[src/rtl/mau_controller_if.sv]
// Host-side byte streams of the maintenance access controller:
// command bytes in, response bytes out, both valid/ready.
interface mau_controller_if;
   logic       cmd_valid;
   logic       cmd_ready;
   logic [7:0] cmd_data;
   logic       rsp_valid;
   logic       rsp_ready;
   logic [7:0] rsp_data;

   modport master (
      output cmd_valid, cmd_data, rsp_ready,
      input  cmd_ready, rsp_valid, rsp_data
   );

   modport slave (
      input  cmd_valid, cmd_data, rsp_ready,
      output cmd_ready, rsp_valid, rsp_data
   );
endinterface

[src/rtl/mau_controller.sv]
// Maintenance access controller: byte-command host bridge that reads and
// writes cpu IM/DM/RF while the cpu is parked, and runs/stops the cpu.
module mau_controller #(
   parameter int READ_LATENCY = 2,
   parameter int HALT_GUARD   = 8
) (
   input  logic                 clk,
   input  logic                 rst,
   mau_controller_if.slave      bus,
   output logic [31:0]          mau_address_im,
   output logic [31:0]          mau_address_dm,
   output logic [31:0]          mau_address_rf,
   output logic [31:0]          mau_write_data_im,
   output logic [31:0]          mau_write_data_dm,
   output logic [31:0]          mau_write_data_rf,
   output logic                 mau_wren_im,
   output logic                 mau_wren_dm,
   output logic                 mau_wren_rf,
   input  logic [31:0]          mau_read_data_im,
   input  logic [31:0]          mau_read_data_dm,
   input  logic [31:0]          mau_read_data_rf,
   output logic                 alive,
   input  logic                 halt
);

   localparam int LW = (READ_LATENCY > 1) ? $clog2(READ_LATENCY) : 1;
   localparam int GW = $clog2(HALT_GUARD + 1);

   typedef enum logic [2:0] {
      IDLE, ADDR, DATA, WRITE, RWAIT, RESP, RUN
   } state_t;

   state_t      state;
   state_t      state_nxt;
   logic [1:0]  tgt;
   logic        wr;
   logic [31:0] addr;
   logic [31:0] wdata;
   logic [31:0] shift;
   logic [1:0]  bcnt;
   logic [1:0]  rcnt;
   logic [LW-1:0] lat;
   logic [GW-1:0] guard;

   logic        fire;
   logic        rfire;
   logic        is_access;
   logic        is_run;
   logic        guard_done;
   logic        halt_hit;
   logic        stop_hit;
   logic        lat_done;
   logic [31:0] rd;

   assign fire       = bus.cmd_valid && bus.cmd_ready;
   assign rfire      = bus.rsp_valid && bus.rsp_ready;
   assign is_access  = bus.cmd_data inside
                       {8'h01, 8'h02, 8'h03, 8'h11, 8'h12, 8'h13};
   assign is_run     = bus.cmd_data == 8'h20;
   assign guard_done = guard == GW'(HALT_GUARD);
   assign halt_hit   = guard_done && halt;
   assign stop_hit   = fire && bus.cmd_data == 8'h21;
   assign lat_done   = lat == LW'(READ_LATENCY - 1);

   always_comb begin
      rd = mau_read_data_im;
      unique case (tgt)
         2'd2:    rd = mau_read_data_dm;
         2'd3:    rd = mau_read_data_rf;
         default: rd = mau_read_data_im;
      endcase
   end

   always_ff @(posedge clk or posedge rst) begin
      if (rst) state <= IDLE;
      else     state <= state_nxt;
   end

   always_comb begin
      state_nxt = state;
      unique case (state)
         IDLE: if (fire) begin
            if (is_access)   state_nxt = ADDR;
            else if (is_run) state_nxt = RUN;
            else             state_nxt = RESP;
         end
         ADDR:  if (fire && bcnt == 2'd3) state_nxt = wr ? DATA : RWAIT;
         DATA:  if (fire && bcnt == 2'd3) state_nxt = WRITE;
         WRITE: state_nxt = RESP;
         RWAIT: if (lat_done) state_nxt = RESP;
         RESP:  if (rfire && rcnt == 2'd0) state_nxt = IDLE;
         RUN:   if (halt_hit || stop_hit) state_nxt = RESP;
         default: state_nxt = IDLE;
      endcase
   end

   always_comb begin
      bus.cmd_ready = state inside {IDLE, ADDR, DATA, RUN};
      bus.rsp_valid = state == RESP;
      alive         = state == RUN;
      mau_wren_im   = state == WRITE && tgt == 2'd1;
      mau_wren_dm   = state == WRITE && tgt == 2'd2;
      mau_wren_rf   = state == WRITE && tgt == 2'd3;
   end

   assign bus.rsp_data      = shift[31:24];
   assign mau_address_im    = addr;
   assign mau_address_dm    = addr;
   assign mau_address_rf    = addr;
   assign mau_write_data_im = wdata;
   assign mau_write_data_dm = wdata;
   assign mau_write_data_rf = wdata;

   always_ff @(posedge clk or posedge rst) begin
      if (rst) begin
         tgt   <= '0;
         wr    <= 1'b0;
         addr  <= '0;
         wdata <= '0;
         shift <= '0;
         bcnt  <= '0;
         rcnt  <= '0;
         lat   <= '0;
         guard <= '0;
      end else begin
         unique case (state)
            IDLE: if (fire) begin
               tgt   <= bus.cmd_data[1:0];
               wr    <= ~bus.cmd_data[4];
               bcnt  <= '0;
               lat   <= '0;
               guard <= '0;
               if (!is_access && !is_run) begin
                  shift <= {8'hEE, 24'h0};
                  rcnt  <= 2'd0;
               end
            end
            ADDR: if (fire) begin
               addr <= {addr[23:0], bus.cmd_data};
               bcnt <= bcnt + 2'd1;
            end
            DATA: if (fire) begin
               wdata <= {wdata[23:0], bus.cmd_data};
               bcnt  <= bcnt + 2'd1;
            end
            WRITE: begin
               shift <= {8'hA5, 24'h0};
               rcnt  <= 2'd0;
            end
            RWAIT: begin
               if (lat_done) begin
                  shift <= rd;
                  rcnt  <= 2'd3;
                  lat   <= '0;
               end else begin
                  lat <= lat + LW'(1);
               end
            end
            RESP: if (rfire) begin
               shift <= {shift[23:0], 8'h0};
               rcnt  <= rcnt - 2'd1;
            end
            RUN: begin
               // halt outranks a stop byte arriving in the same cycle
               if (halt_hit) begin
                  shift <= {8'h48, 24'h0};
                  rcnt  <= 2'd0;
               end else if (stop_hit) begin
                  shift <= {8'h53, 24'h0};
                  rcnt  <= 2'd0;
               end
               if (!guard_done) guard <= guard + GW'(1);
            end
            default: ;
         endcase
      end
   end

endmodule
[src/flat_wrapper.sv]
// flat-port wrapper written by rule: the top's interface ports become plain ports
module mau_controller_flat 
#(
   parameter int READ_LATENCY = 2,
   parameter int HALT_GUARD   = 8
)
  (clk, rst, mau_address_im, mau_address_dm, mau_address_rf, mau_write_data_im, mau_write_data_dm, mau_write_data_rf, mau_wren_im, mau_wren_dm, mau_wren_rf, mau_read_data_im, mau_read_data_dm, mau_read_data_rf, alive, halt, bus_cmd_valid, bus_cmd_data, bus_rsp_ready, bus_cmd_ready, bus_rsp_valid, bus_rsp_data);
  mau_controller_if bus_i ();
  input  logic clk;
  input  logic rst;
  output logic [31:0] mau_address_im;
  output logic [31:0] mau_address_dm;
  output logic [31:0] mau_address_rf;
  output logic [31:0] mau_write_data_im;
  output logic [31:0] mau_write_data_dm;
  output logic [31:0] mau_write_data_rf;
  output logic mau_wren_im;
  output logic mau_wren_dm;
  output logic mau_wren_rf;
  input  logic [31:0] mau_read_data_im;
  input  logic [31:0] mau_read_data_dm;
  input  logic [31:0] mau_read_data_rf;
  output logic alive;
  input  logic halt;
  input wire logic [$bits(bus_i.cmd_valid)-1:0] bus_cmd_valid;
  input wire logic [$bits(bus_i.cmd_data)-1:0] bus_cmd_data;
  input wire logic [$bits(bus_i.rsp_ready)-1:0] bus_rsp_ready;
  output wire logic [$bits(bus_i.cmd_ready)-1:0] bus_cmd_ready;
  output wire logic [$bits(bus_i.rsp_valid)-1:0] bus_rsp_valid;
  output wire logic [$bits(bus_i.rsp_data)-1:0] bus_rsp_data;
  assign bus_i.cmd_valid = bus_cmd_valid;
  assign bus_i.cmd_data = bus_cmd_data;
  assign bus_i.rsp_ready = bus_rsp_ready;
  assign bus_cmd_ready = bus_i.cmd_ready;
  assign bus_rsp_valid = bus_i.rsp_valid;
  assign bus_rsp_data = bus_i.rsp_data;
  mau_controller #(.READ_LATENCY(READ_LATENCY), .HALT_GUARD(HALT_GUARD)) u_core (.clk(clk), .rst(rst), .bus(bus_i), .mau_address_im(mau_address_im), .mau_address_dm(mau_address_dm), .mau_address_rf(mau_address_rf), .mau_write_data_im(mau_write_data_im), .mau_write_data_dm(mau_write_data_dm), .mau_write_data_rf(mau_write_data_rf), .mau_wren_im(mau_wren_im), .mau_wren_dm(mau_wren_dm), .mau_wren_rf(mau_wren_rf), .mau_read_data_im(mau_read_data_im), .mau_read_data_dm(mau_read_data_dm), .mau_read_data_rf(mau_read_data_rf), .alive(alive), .halt(halt));
endmodule
[config.mk]
export PLATFORM = sky130hd
export DESIGN_NAME = mau_controller_flat
export DESIGN_NICKNAME = d
export VERILOG_FILES = /design/src/rtl/mau_controller_if.sv /design/src/rtl/mau_controller.sv /design/src/flat_wrapper.sv
export SDC_FILE = /design/constraint.sdc
export NUM_CORES = 1
export LEC_CHECK = 0
export BUFFER_PORTS_ARGS = -buffer_cell sky130_fd_sc_hd__buf_2
export CORE_MARGIN = 2
export CORE_UTILIZATION = 47
export DETAILED_ROUTE_END_ITERATION = 12
export PLACE_DENSITY = 0.81
export SLEW_MARGIN = 20
export SYNTH_ARGS = -nofsm -noshare
export SYNTH_HDL_FRONTEND = slang
export SYNTH_SLANG_ARGS = --single-unit
[constraint.sdc]
create_clock -name clk -period 5.1 [get_ports clk]
set_input_delay 1.02 -clock clk [delete_from_list [all_inputs] [get_ports clk]]
set_output_delay 1.02 -clock clk [all_outputs]
set_load 0.1 [all_outputs]
==> flow_metrics.env, run 1 <==
export IMPL_status="finished, final reports clean"
export IMPL_num_rows=43
export IMPL_htreeDepth=3
export IMPL_insertion_delay_ns=0.34
export IMPL_cts_tree="built"
export IMPL_wl_um=16100
export IMPL_cp_end_kind="output port"
export IMPL_hold_viol=0
export IMPL_synth_top_cells_by_count="buf_4 (136), dfrtp_1 (111), mux2_2 (62), nand2_1 (60), o21ai_0 (55)"
export IMPL_grt_max_degree=76
export IMPL_setup_viol=0
export IMPL_tightest_slew_ns=0.9306
export IMPL_grt_util_all_layers_pct=20.74
export IMPL_clock_sinks=111
export IMPL_fmaxAchievable_mhz=274.8
export IMPL_via_per_inst=5.160
export IMPL_fillers=1242
export IMPL_worstPathRequired_ns=4.08
export IMPL_top_layer_used="met4"
export IMPL_avgSynthCellArea_um2=10.38
export IMPL_fin_tns_setup_ns=0
export IMPL_post_synth_top_count_cell="buf_4"
export IMPL_wl_met1_um=6482
export IMPL_critPathLaunchType="flop"
export IMPL_async_flop_share_pct=100.0
export IMPL_cpMaxStageDelayCell="dfrtp_1"
export IMPL_ctsHoldBuffers=0
export IMPL_rsz0062_at_grt="false"
export IMPL_yosysWarnings=0
export IMPL_gp_congestion=0.9443
export IMPL_ctsResizeCount=0
export IMPL_drc=0
export IMPL_synth_largest_area_cell="dfrtp_1"
export IMPL_drv_slew=0
export IMPL_crit_path_cell_trace="nand2_1 -> nor2_1 -> nand2_1 -> nor2_1 -> buf_2"
export IMPL_netlist_area_leader_share_pct=42.21
export IMPL_die_x_um=122.3
export IMPL_ys_flop_type="dfrtp_1"
export IMPL_overflow=0
export IMPL_wl_met3_um=1158
export IMPL_ys_seq_area_share_pct=42.21
export IMPL_grt_pass1_vias=4655
export IMPL_finClkSkew_ns=0.01040
export IMPL_wl_per_cell_um=16.38
export IMPL_worst_path_max_fanout=28
export IMPL_synth_edff_count=0
export IMPL_max_cap_violations=0
export IMPL_die_area_um2=14970
export IMPL_clock_path_buffers=2
export IMPL_portBuffers=314
export IMPL_dieHeight_um=122.3
export IMPL_cpPeakStageDelay_ns=0.86
export IMPL_slew_headroom_pct=37.96
export IMPL_start_util_pct=47.78
export IMPL_met2WireLength_um=8193
export IMPL_syn_nets=747
export IMPL_finalCritPeriodShare_pct=71.37
export IMPL_final_nets=910
export IMPL_fin_util_pct=54.96
export IMPL_worstSetupPathType="reg2out"
export IMPL_ys_top_cells_by_area="dfrtp_1 (42%), buf_4 (16%), mux2_2 (11%), mux2i_1 (5.2%), mux2_4 (4.3%)"
export IMPL_area_growth_pct=15.02
export IMPL_yosysUniqueCellTypes=47
export IMPL_syn_area_um2=6581
export IMPL_coreArea_um2=13770
export IMPL_path_clk_slew_ns=0.08
export IMPL_cts_setup_buffers=0
export IMPL_hold_class="reg2reg"
export IMPL_postRouteAntennaNets=0
export IMPL_grt_pass1_wl_um=24140
export IMPL_place_hpwl_um=11900
export IMPL_drtPass1Iterations=4
export IMPL_fin_crit_ns=3.640
export IMPL_antenna_found_initial=1
export IMPL_synth_seq_cells=111
export IMPL_cts_inserted_buffers=9
export IMPL_cp_arrival_ns=2.62
export IMPL_synthCells=634
export IMPL_io_pins=315
export IMPL_vias=5072
export IMPL_drive_gt1_share_pct=52.99
export IMPL_cts_root_buffer="clkbuf_16"
export IMPL_drt_iter0_markers=402
## logic make-up after synthesis
logic type / count (synthesis) / share of synthesized area [%]
AOI/OAI and AO/OA: 100 / 9.012
xor gates and xnor gates: 2 / 0.2662
adders and majority gates: 4 / 0.7605
buffers and inverters: 182 / 18.59
DFF: 111 / 42.21
muxes: 122 / 21.31
and+or+nand+nor: 113 / 7.852
## final cells by class
class | instances | area [µm²] | share of cell area, %
Clock buffer | 9 | 225.2 | 2.975
Inverter | 13 | 51.30 | 0.6777
Antenna cell | 1 | 2.502 | 0.03306
Sequential cell | 111 | 2779 | 36.71
Tap cell | 180 | 225.2 | 2.975
Multi-Input combinational cell | 341 | 2584 | 34.13
Timing Repair Buffer | 321 | 1624 | 21.45
Clock inverter | 7 | 78.83 | 1.041
## cell usage in the layout, fill, tap and decap left out, drive strengths merged, types with 8 or more instances in the layout
cell,netlist,routed
nand2,60,60
dfrtp,111,111
mux2i,34,34
a21oi,12,12
nor3,9,9
buf,152,321
inv,13,15
o21ai,55,55
clkbuf,17,9
mux2,88,88
a21o,8,8
nor2,19,19
## layer usage
layer	up-vias	global-route usage, %
met3	19	4.322
li1	2379	-
met2	228	35.94
met4	0	6.609
met5	-	0
met1	2446	25.90
## worst paths after layout
kind	start	end	slack [ns]	cells after the start
setup / recovery	u_core.state[0]$_DFFE_PP0P_	mau_wren_im	1.46	5
hold / removal	u_core.shift[3]$_DFFE_PP0P_	u_core.shift[3]$_DFFE_PP0P_	0.48	1
setup reg to reg	u_core.state[0]$_DFFE_PP0P_	u_core.shift[19]$_DFFE_PP0P_	1.91	5
hold reg to reg	u_core.shift[3]$_DFFE_PP0P_	u_core.shift[3]$_DFFE_PP0P_	0.48	1
max in group asynchronous	rst	u_core.mau_address_dm[15]$_DFFE_PP0P_	3.23	3
min in group asynchronous	rst	u_core.shift[26]$_DFFE_PP0P_	0.88	2
## per-stage QoR
step	worst slack, ns	instance area, µm²	instances	hold WS [ns]
after floorplan	0.2913	6581	634	0.4422
after global placement	1.677	7263	966	0.4610
after detailed placement	1.614	7263	966	0.4700
after CTS	1.480	7567	982	0.4876
after global routing	1.251	7567	982	0.5080
final	1.460	7570	983	0.4845
## flip-flops by register name, summed over array words and instances (netlist names), 2 cells and up
register	flops
u_core.bcnt	2
u_core.guard	4
u_core.mau_address_dm	32
u_core.mau_write_data_dm	32
u_core.rcnt	2
u_core.shift	32
u_core.state	3
u_core.tgt	2
## critical path: cells and delay by family (launching register included)
kind                   cells  cell delay, ns
AND/OR/NAND/NOR            4            0.96
flip-flops                 1            0.86
buffers and inverters      1            0.45
Power of run 1 is not shown: default switching activity piles up to over one toggle a cycle in this logic, so the estimate is an artifact.
==> inputs of run 2 (changes only) <==
--- a/config.mk
+++ b/config.mk
@@ -5,11 +5,12 @@
 export SDC_FILE = /design/constraint.sdc
 export NUM_CORES = 1
 export LEC_CHECK = 0
+export ABC_AREA = 1
 export BUFFER_PORTS_ARGS = -buffer_cell sky130_fd_sc_hd__buf_2
 export CORE_MARGIN = 2
-export CORE_UTILIZATION = 47
+export CORE_UTILIZATION = 48
 export DETAILED_ROUTE_END_ITERATION = 12
-export PLACE_DENSITY = 0.81
+export PLACE_DENSITY = 0.82
 export SLEW_MARGIN = 20
 export SYNTH_ARGS = -nofsm -noshare
 export SYNTH_HDL_FRONTEND = slang
==> constraint.sdc (replaced) <==
create_clock -name clk -period 3.6 [get_ports clk]
set_input_delay 0.72 -clock clk [delete_from_list [all_inputs] [get_ports clk]]
set_output_delay 0.72 -clock clk [all_outputs]
set_load 0.1 [all_outputs]
==> run 2 against run 1 <==
Critical endpoint is now bus_rsp_valid. Global-route usage up 2.0 points. Routed wire length up 7.1%. First-iteration DRC count down 16%. Non-clock buffer count up 1. Final area up 2.9%. Critical path depth down 1. Via count up 18%. Utilization up 1.2 points. Sequential share of layout area down 1.1 points. Clock-buffer cell count up 2.
==> flow_metrics.env, run 2 <==
export IMPL_path_depth=4
export IMPL_synth_compound_area_share_pct=5.359
export IMPL_cts_tree="built"
export IMPL_die_area_um2=15220
export IMPL_syn_nets=1001
export IMPL_synth_adder_area_share_pct=0.7317
export IMPL_postRouteAntennaNets=0
export IMPL_yosysUniqueCellTypes=31
export IMPL_wl_um=17240
export IMPL_final_common_cell="buf_2"
export IMPL_synth_seq_cells=111
export IMPL_synthCells=888
export IMPL_ys_top_cells_by_area="dfrtp_1 (41%), nand2_1 (17%), buf_4 (15%), nand3_1 (4.8%), o21ai_0 (3.2%)"
export IMPL_wl_per_cell_um=13.99
export IMPL_cp_top_family="buffers and inverters"
export IMPL_finalCritPeriodShare_pct=75.62
export IMPL_cpMaxStageDelayCell="dfrtp_1"
export IMPL_cp_arrival_ns=2.00
export IMPL_startpoint="u_core.state[0]$_DFFE_PP0P_"
export IMPL_endpoint="bus_rsp_valid"
export IMPL_r2r_end="u_core.shift[10]$_DFFE_PP0P_"
export IMPL_async_flop_share_pct=100.0
export IMPL_grt_pass1_vias=5451
export IMPL_drc=0
export IMPL_drt_iter0_markers=338
export IMPL_netlist_area_leader_share_pct=40.61
export IMPL_synth_top_family_by_area="simple AND/OR/NAND/NOR gates"
export IMPL_post_synth_top_count_cell="nand2_1"
export IMPL_cts_inserted_buffers=9
export IMPL_yosysWarnings=0
export IMPL_vias=5966
export IMPL_cp_buffers_inverters=2
export IMPL_hold_class="reg2reg"
export IMPL_dieHeight_um=123.4
export IMPL_reg2reg_depth=10
export IMPL_synth_xor_area_share_pct=0.1280
export IMPL_drtPass1Iterations=5
export IMPL_area_growth_pct=13.90
export IMPL_worstPathRequired_ns=2.88
export IMPL_critPathLaunchType="flop"
export IMPL_cp_end_kind="output port"
export IMPL_final_nets=1160
export IMPL_htreeDepth=3
export IMPL_clock_sinks=111
export IMPL_portBuffers=314
export IMPL_num_rows=43
export IMPL_cts_root_buffer="clkbuf_16"
export IMPL_ys_seq_area_share_pct=40.61
export IMPL_reg2reg_slack_ns=1.22
export IMPL_insertion_delay_ns=0.34
export IMPL_ctsHoldBuffers=0
export IMPL_overflow=0
export IMPL_status="finished, final reports clean"
export IMPL_grt_pass1_wl_um=27040
export IMPL_io_pins=315
export IMPL_fin_crit_ns=2.722
export IMPL_fin_tns_setup_ns=0
export IMPL_antenna_found_initial=0
export IMPL_tightest_slew_ns=0.9328
export IMPL_synth_edff_count=0
export IMPL_antennaDiodeCount=0
export IMPL_max_cap_violations=0
export IMPL_crit_path_cell_trace="nand2_1 -> nor2_2 -> buf_4 -> buf_2"
export IMPL_slew_headroom_pct=37.60
export IMPL_clock_path_buffers=2
export IMPL_ctsResizeCount=0
export IMPL_die_x_um=123.4
export IMPL_path_clk_slew_ns=0.07
export IMPL_cts_setup_buffers=0
export IMPL_reg2reg_from="u_core.state[0]$_DFFE_PP0P_"
export IMPL_drv_slew=0
export IMPL_cpPeakStageDelay_ns=0.54
export IMPL_final_cell_mix="buf_2 (314), nand2_1 (312), dfrtp_1 (111)"
export IMPL_rsz0062_at_grt="false"
export IMPL_gp_congestion=0.8902
export IMPL_worst_path_max_fanout=21
export IMPL_synth_mux_area_share_pct=2.634
export IMPL_setup_viol=0
export IMPL_drive_gt1_share_pct=37.45
export IMPL_place_hpwl_um=13370
export IMPL_finClkSkew_ns=0.009497
export IMPL_hold_viol=0
export IMPL_ys_flop_type="dfrtp_1"
export IMPL_coreArea_um2=13880
export IMPL_grt_max_degree=57
export IMPL_avgSynthCellArea_um2=7.703
export IMPL_via_per_inst=4.843
export IMPL_fmaxAchievable_mhz=367.3
export IMPL_synth_top_cells_by_count="nand2_1 (314), buf_4 (138), dfrtp_1 (111), nand3_1 (65), inv_1 (51)"
export IMPL_start_util_pct=49.28
export IMPL_syn_area_um2=6840
export IMPL_yosys_area_share_simple_pct=29.14
export IMPL_grt_util_all_layers_pct=22.73
export IMPL_worstSetupPathType="reg2out"
export IMPL_synth_largest_area_cell="dfrtp_1"
run 2: cell count changes after synthesis, moves of 11 or more:
cell and change:
a21oi_1 +11, inv_1 +38, mux2_2 -46, mux2_4 -19
mux2i_1 -34, nand2_1 +254, nand3_1 +58, nand3_2 +18
nor2_1 +18, o21ai_0 -11
run 2: worst min path at each step:
stage	startpoint	to	cells past startpoint
2_1_floorplan	u_core.shift[18]$_DFFE_PP0P_	u_core.shift[18]$_DFFE_PP0P_	2
3_5_place_dp	u_core.shift[7]$_DFFE_PP0P_	u_core.shift[7]$_DFFE_PP0P_	2
6_report	u_core.shift[9]$_DFFE_PP0P_	u_core.shift[9]$_DFFE_PP0P_	2
4_1_cts	u_core.shift[20]$_DFFE_PP0P_	u_core.shift[20]$_DFFE_PP0P_	2
3_3_place_gp	u_core.shift[23]$_DFFE_PP0P_	u_core.shift[23]$_DFFE_PP0P_	2
5_1_grt	u_core.shift[28]$_DFFE_PP0P_	u_core.shift[28]$_DFFE_PP0P_	2
run 2: layout make-up:
class	instances	area, µm²
inverters	57	220.2
well taps	180	225.2
clock buffers	11	252.7
clock inverters	5	65.06
fillers	1262	6090
multi-input cells	546	2606
repair buffers	322	1644
flip-flops and latches	111	2778
run 2: routing by layer:
layer  share of wire (%)  global-route usage, %  vias to the layer above
met5                   0                      0                        -
met4                 1.6                  6.747                        0
met3                 6.2                  3.459                       20
met2                  52                  41.59                      250
met1                  40                  27.42                     2730
li1                    -                      -                     2966
run 2: cell families (layout without fill, tap and decap cells):
logic type / Yosys count / count (layout)
AO/OA/AOI/OAI: 70 / 70
adder cells (fa/ha/maj): 4 / 4
flip-flops: 111 / 111
buffers and inverters: 231 / 395
AND/OR/NAND/NOR: 455 / 455
XOR/XNOR: 1 / 1
multiplexers: 16 / 16
run 2: per-stage QoR:
| stage | setup slack [ns] | hold slack [ns] | utilization, % | cell area, µm² | cells |
|---|---|---|---|---|---|
| CTS | 0.8796 | 0.4770 | 56.13 | 7791 | 1232 |
| global placement | 1.142 | 0.4506 | 53.84 | 7473 | 1216 |
| finish | 0.8777 | 0.4738 | 56.13 | 7791 | 1232 |
| global route | 0.7656 | 0.5000 | 56.13 | 7791 | 1232 |
| detailed placement | 1.121 | 0.4589 | 53.84 | 7473 | 1216 |
| floorplan | 0.04198 | 0.4367 | - | 6844 | 888 |
run 2: tightest hold or removal path, stage by stage, from the launching register on:
cell	delay (ns)
dfrtp_1	0.35
nand2_1	0.05
nand2_1	0.04
Power of run 2 is left out for the same reason.
==> inputs of run 3 (changes only) <==
--- a/config.mk
+++ b/config.mk
@@ -8,9 +8,9 @@
 export ABC_AREA = 1
 export BUFFER_PORTS_ARGS = -buffer_cell sky130_fd_sc_hd__buf_2
 export CORE_MARGIN = 2
-export CORE_UTILIZATION = 48
+export CORE_UTILIZATION = 43
 export DETAILED_ROUTE_END_ITERATION = 12
-export PLACE_DENSITY = 0.82
+export PLACE_DENSITY = 0.77
 export SLEW_MARGIN = 20
 export SYNTH_ARGS = -nofsm -noshare
 export SYNTH_HDL_FRONTEND = slang
==> constraint.sdc (replaced) <==
create_clock -name clk -period 2.3 [get_ports clk]
set_input_delay 0.46 -clock clk [delete_from_list [all_inputs] [get_ports clk]]
set_output_delay 0.46 -clock clk [all_outputs]
set_load 0.1 [all_outputs]
==> run 3 against run 2 <==
Via count hardly changed. Register-to-register slack worse by 0.97 ns. Clock-buffer cell count stayed put. Sequential share of layout area is 0.85 points lower. Global-route usage is 2.7 points lower. Worst setup slack worse by 0.79 ns.
==> flow_metrics.env, run 3 (same netlist as run 2, synthesis figures left out) <==
export IMPL_reg2reg_from="u_core.state[1]$_DFFE_PP0P_"
export IMPL_r2r_end="u_core.shift[17]$_DFFE_PP0P_"
export IMPL_final_nets=1172
export IMPL_worst_path_max_fanout=8
export IMPL_io_pins=315
export IMPL_path_clk_slew_ns=0.08
export IMPL_finalCritPeriodShare_pct=96.00
export IMPL_endpoint="alive"
export IMPL_tightest_slew_ns=0.5896
export IMPL_reg2reg_depth=9
export IMPL_num_rows=46
export IMPL_drive_gt1_share_pct=38.44
export IMPL_worstPathRequired_ns=1.84
export IMPL_vias=5970
export IMPL_dieHeight_um=130.1
export IMPL_final_common_cell="nand2_1"
export IMPL_rsz0062_at_grt="false"
export IMPL_cts_root_buffer="clkbuf_16"
export IMPL_finClkSkew_ns=0.01090
export IMPL_hold_class="in2async"
export IMPL_reg2reg_slack_ns=0.25
export IMPL_gp_congestion=0.8458
export IMPL_wl_per_cell_um=13.73
export IMPL_grt_max_degree=112
export IMPL_coreArea_um2=15710
export IMPL_postRouteAntennaNets=0
export IMPL_finalNonFillerCells=1280
export IMPL_antenna_found_initial=0
export IMPL_max_cap_violations=0
export IMPL_final_cell_mix="nand2_1 (312), buf_2 (310), dfrtp_1 (111)"
export IMPL_cts_tree="built"
export IMPL_grt_pass1_wl_um=26630
export IMPL_die_x_um=130.1
export IMPL_area_growth_pct=16.68
export IMPL_htreeDepth=3
export IMPL_place_hpwl_um=13280
export IMPL_start_util_pct=43.53
export IMPL_status="finished, final reports clean"
export IMPL_clock_sinks=111
export IMPL_grt_pass1_vias=5298
export IMPL_setup_viol=0
export IMPL_portBuffers=314
export IMPL_startpoint="u_core.state[0]$_DFFE_PP0P_"
export IMPL_fin_crit_ns=2.208
export IMPL_worstSetupPathType="reg2out"
export IMPL_fmaxAchievable_mhz=452.9
export IMPL_overflow=0
export IMPL_clock_path_buffers=2
export IMPL_drc=0
export IMPL_fillers=1515
export IMPL_drt_iter0_markers=322
export IMPL_via_per_inst=4.664
export IMPL_wl_um=17570
export IMPL_drv_slew=0
export IMPL_antennaDiodeCount=0
export IMPL_die_area_um2=16930
export IMPL_placed_cells=1256
export IMPL_insertion_delay_ns=0.36
export IMPL_cp_arrival_ns=1.75
export IMPL_cp_end_kind="output port"
export IMPL_cts_inserted_buffers=9
export IMPL_hold_ws_ns=0.2708
export IMPL_hold_viol=0
export IMPL_critPathLaunchType="flop"
export IMPL_grt_util_all_layers_pct=20.03
export IMPL_drtPass1Iterations=5
export IMPL_slew_headroom_pct=60.69
run 3: cell types whose count changed in the layout (fill, tap and decap cells not counted), sizes merged:
cell,change
nor2,+1
buf,+11
bufinv,-1
clkinv,+2
inv,+1
clkinvlp,-2
run 3: layout make-up:
type / instances / area [µm²] / area share, %
tap: 216 / 270.3 / 3.386
multi-input combinational: 547 / 2633 / 32.98
clock buffer: 11 / 242.7 / 3.041
timing repair buffer: 333 / 1787 / 22.39
sequential: 111 / 2778 / 34.80
inverter: 57 / 220.2 / 2.759
clock inverter: 5 / 51.30 / 0.6427
run 3: metal layers:
| metal | track usage (%) | up-vias | share of wire [%] |
|---|---|---|---|
| met2 | 37.45 | 227 | 52 |
| met4 | 5.882 | 0 | 1.1 |
| li1 | - | 2994 | - |
| met3 | 3.239 | 15 | 5.6 |
| met1 | 23.53 | 2734 | 41 |
| met5 | 0 | - | 0 |
run 3: timing repair:
action	CTS	global route
endpoints found under the hold margin	0	0
endpoints found under the setup margin	2	37
hold buffers	0	0
gates resized for setup	2	1
pin swaps	0	1
gates cloned	0	1
buffers inserted	0	7
run 3: stage by stage:
stage / setup WS [ns] / setup TNS, ns / area [µm²] / utilization [%]
3_3_place_gp: 0.07556 / 0 / 7614 / 48.46
4_1_cts: 0.01628 / 0 / 7913 / 50.36
3_5_place_dp: 0.05372 / 0 / 7614 / 48.46
6_report: 0.09203 / 0 / 7981 / 50.80
5_1_grt: 0.003792 / 0 / 7981 / 50.80
2_1_floorplan: -0.1823 / -0.1823 / 6854 / -
run 3: worst max-delay path, stage by stage, from the launching register on:
cell	delay (ns)
dfrtp_1	0.48
inv_2	0.16
nand2_2	0.13
nor2_4	0.16
buf_2	0.45
run 3: worst min path at each step:
stage	endpoint	slack (ns)	depth (start not counted)
floorplan	u_core.shift[18]$_DFFE_PP0P_	0.44	2
global placement	u_core.shift[18]$_DFFE_PP0P_	0.45	2
detailed placement	u_core.shift[26]$_DFFE_PP0P_	0.45	2
CTS	u_core.mau_address_dm[29]$_DFFE_PP0P_	0.30	3
global route	u_core.mau_address_dm[8]$_DFFE_PP0P_	0.33	3
finish	u_core.mau_address_dm[8]$_DFFE_PP0P_	0.27	3
Power of run 3 is left out for the same reason.
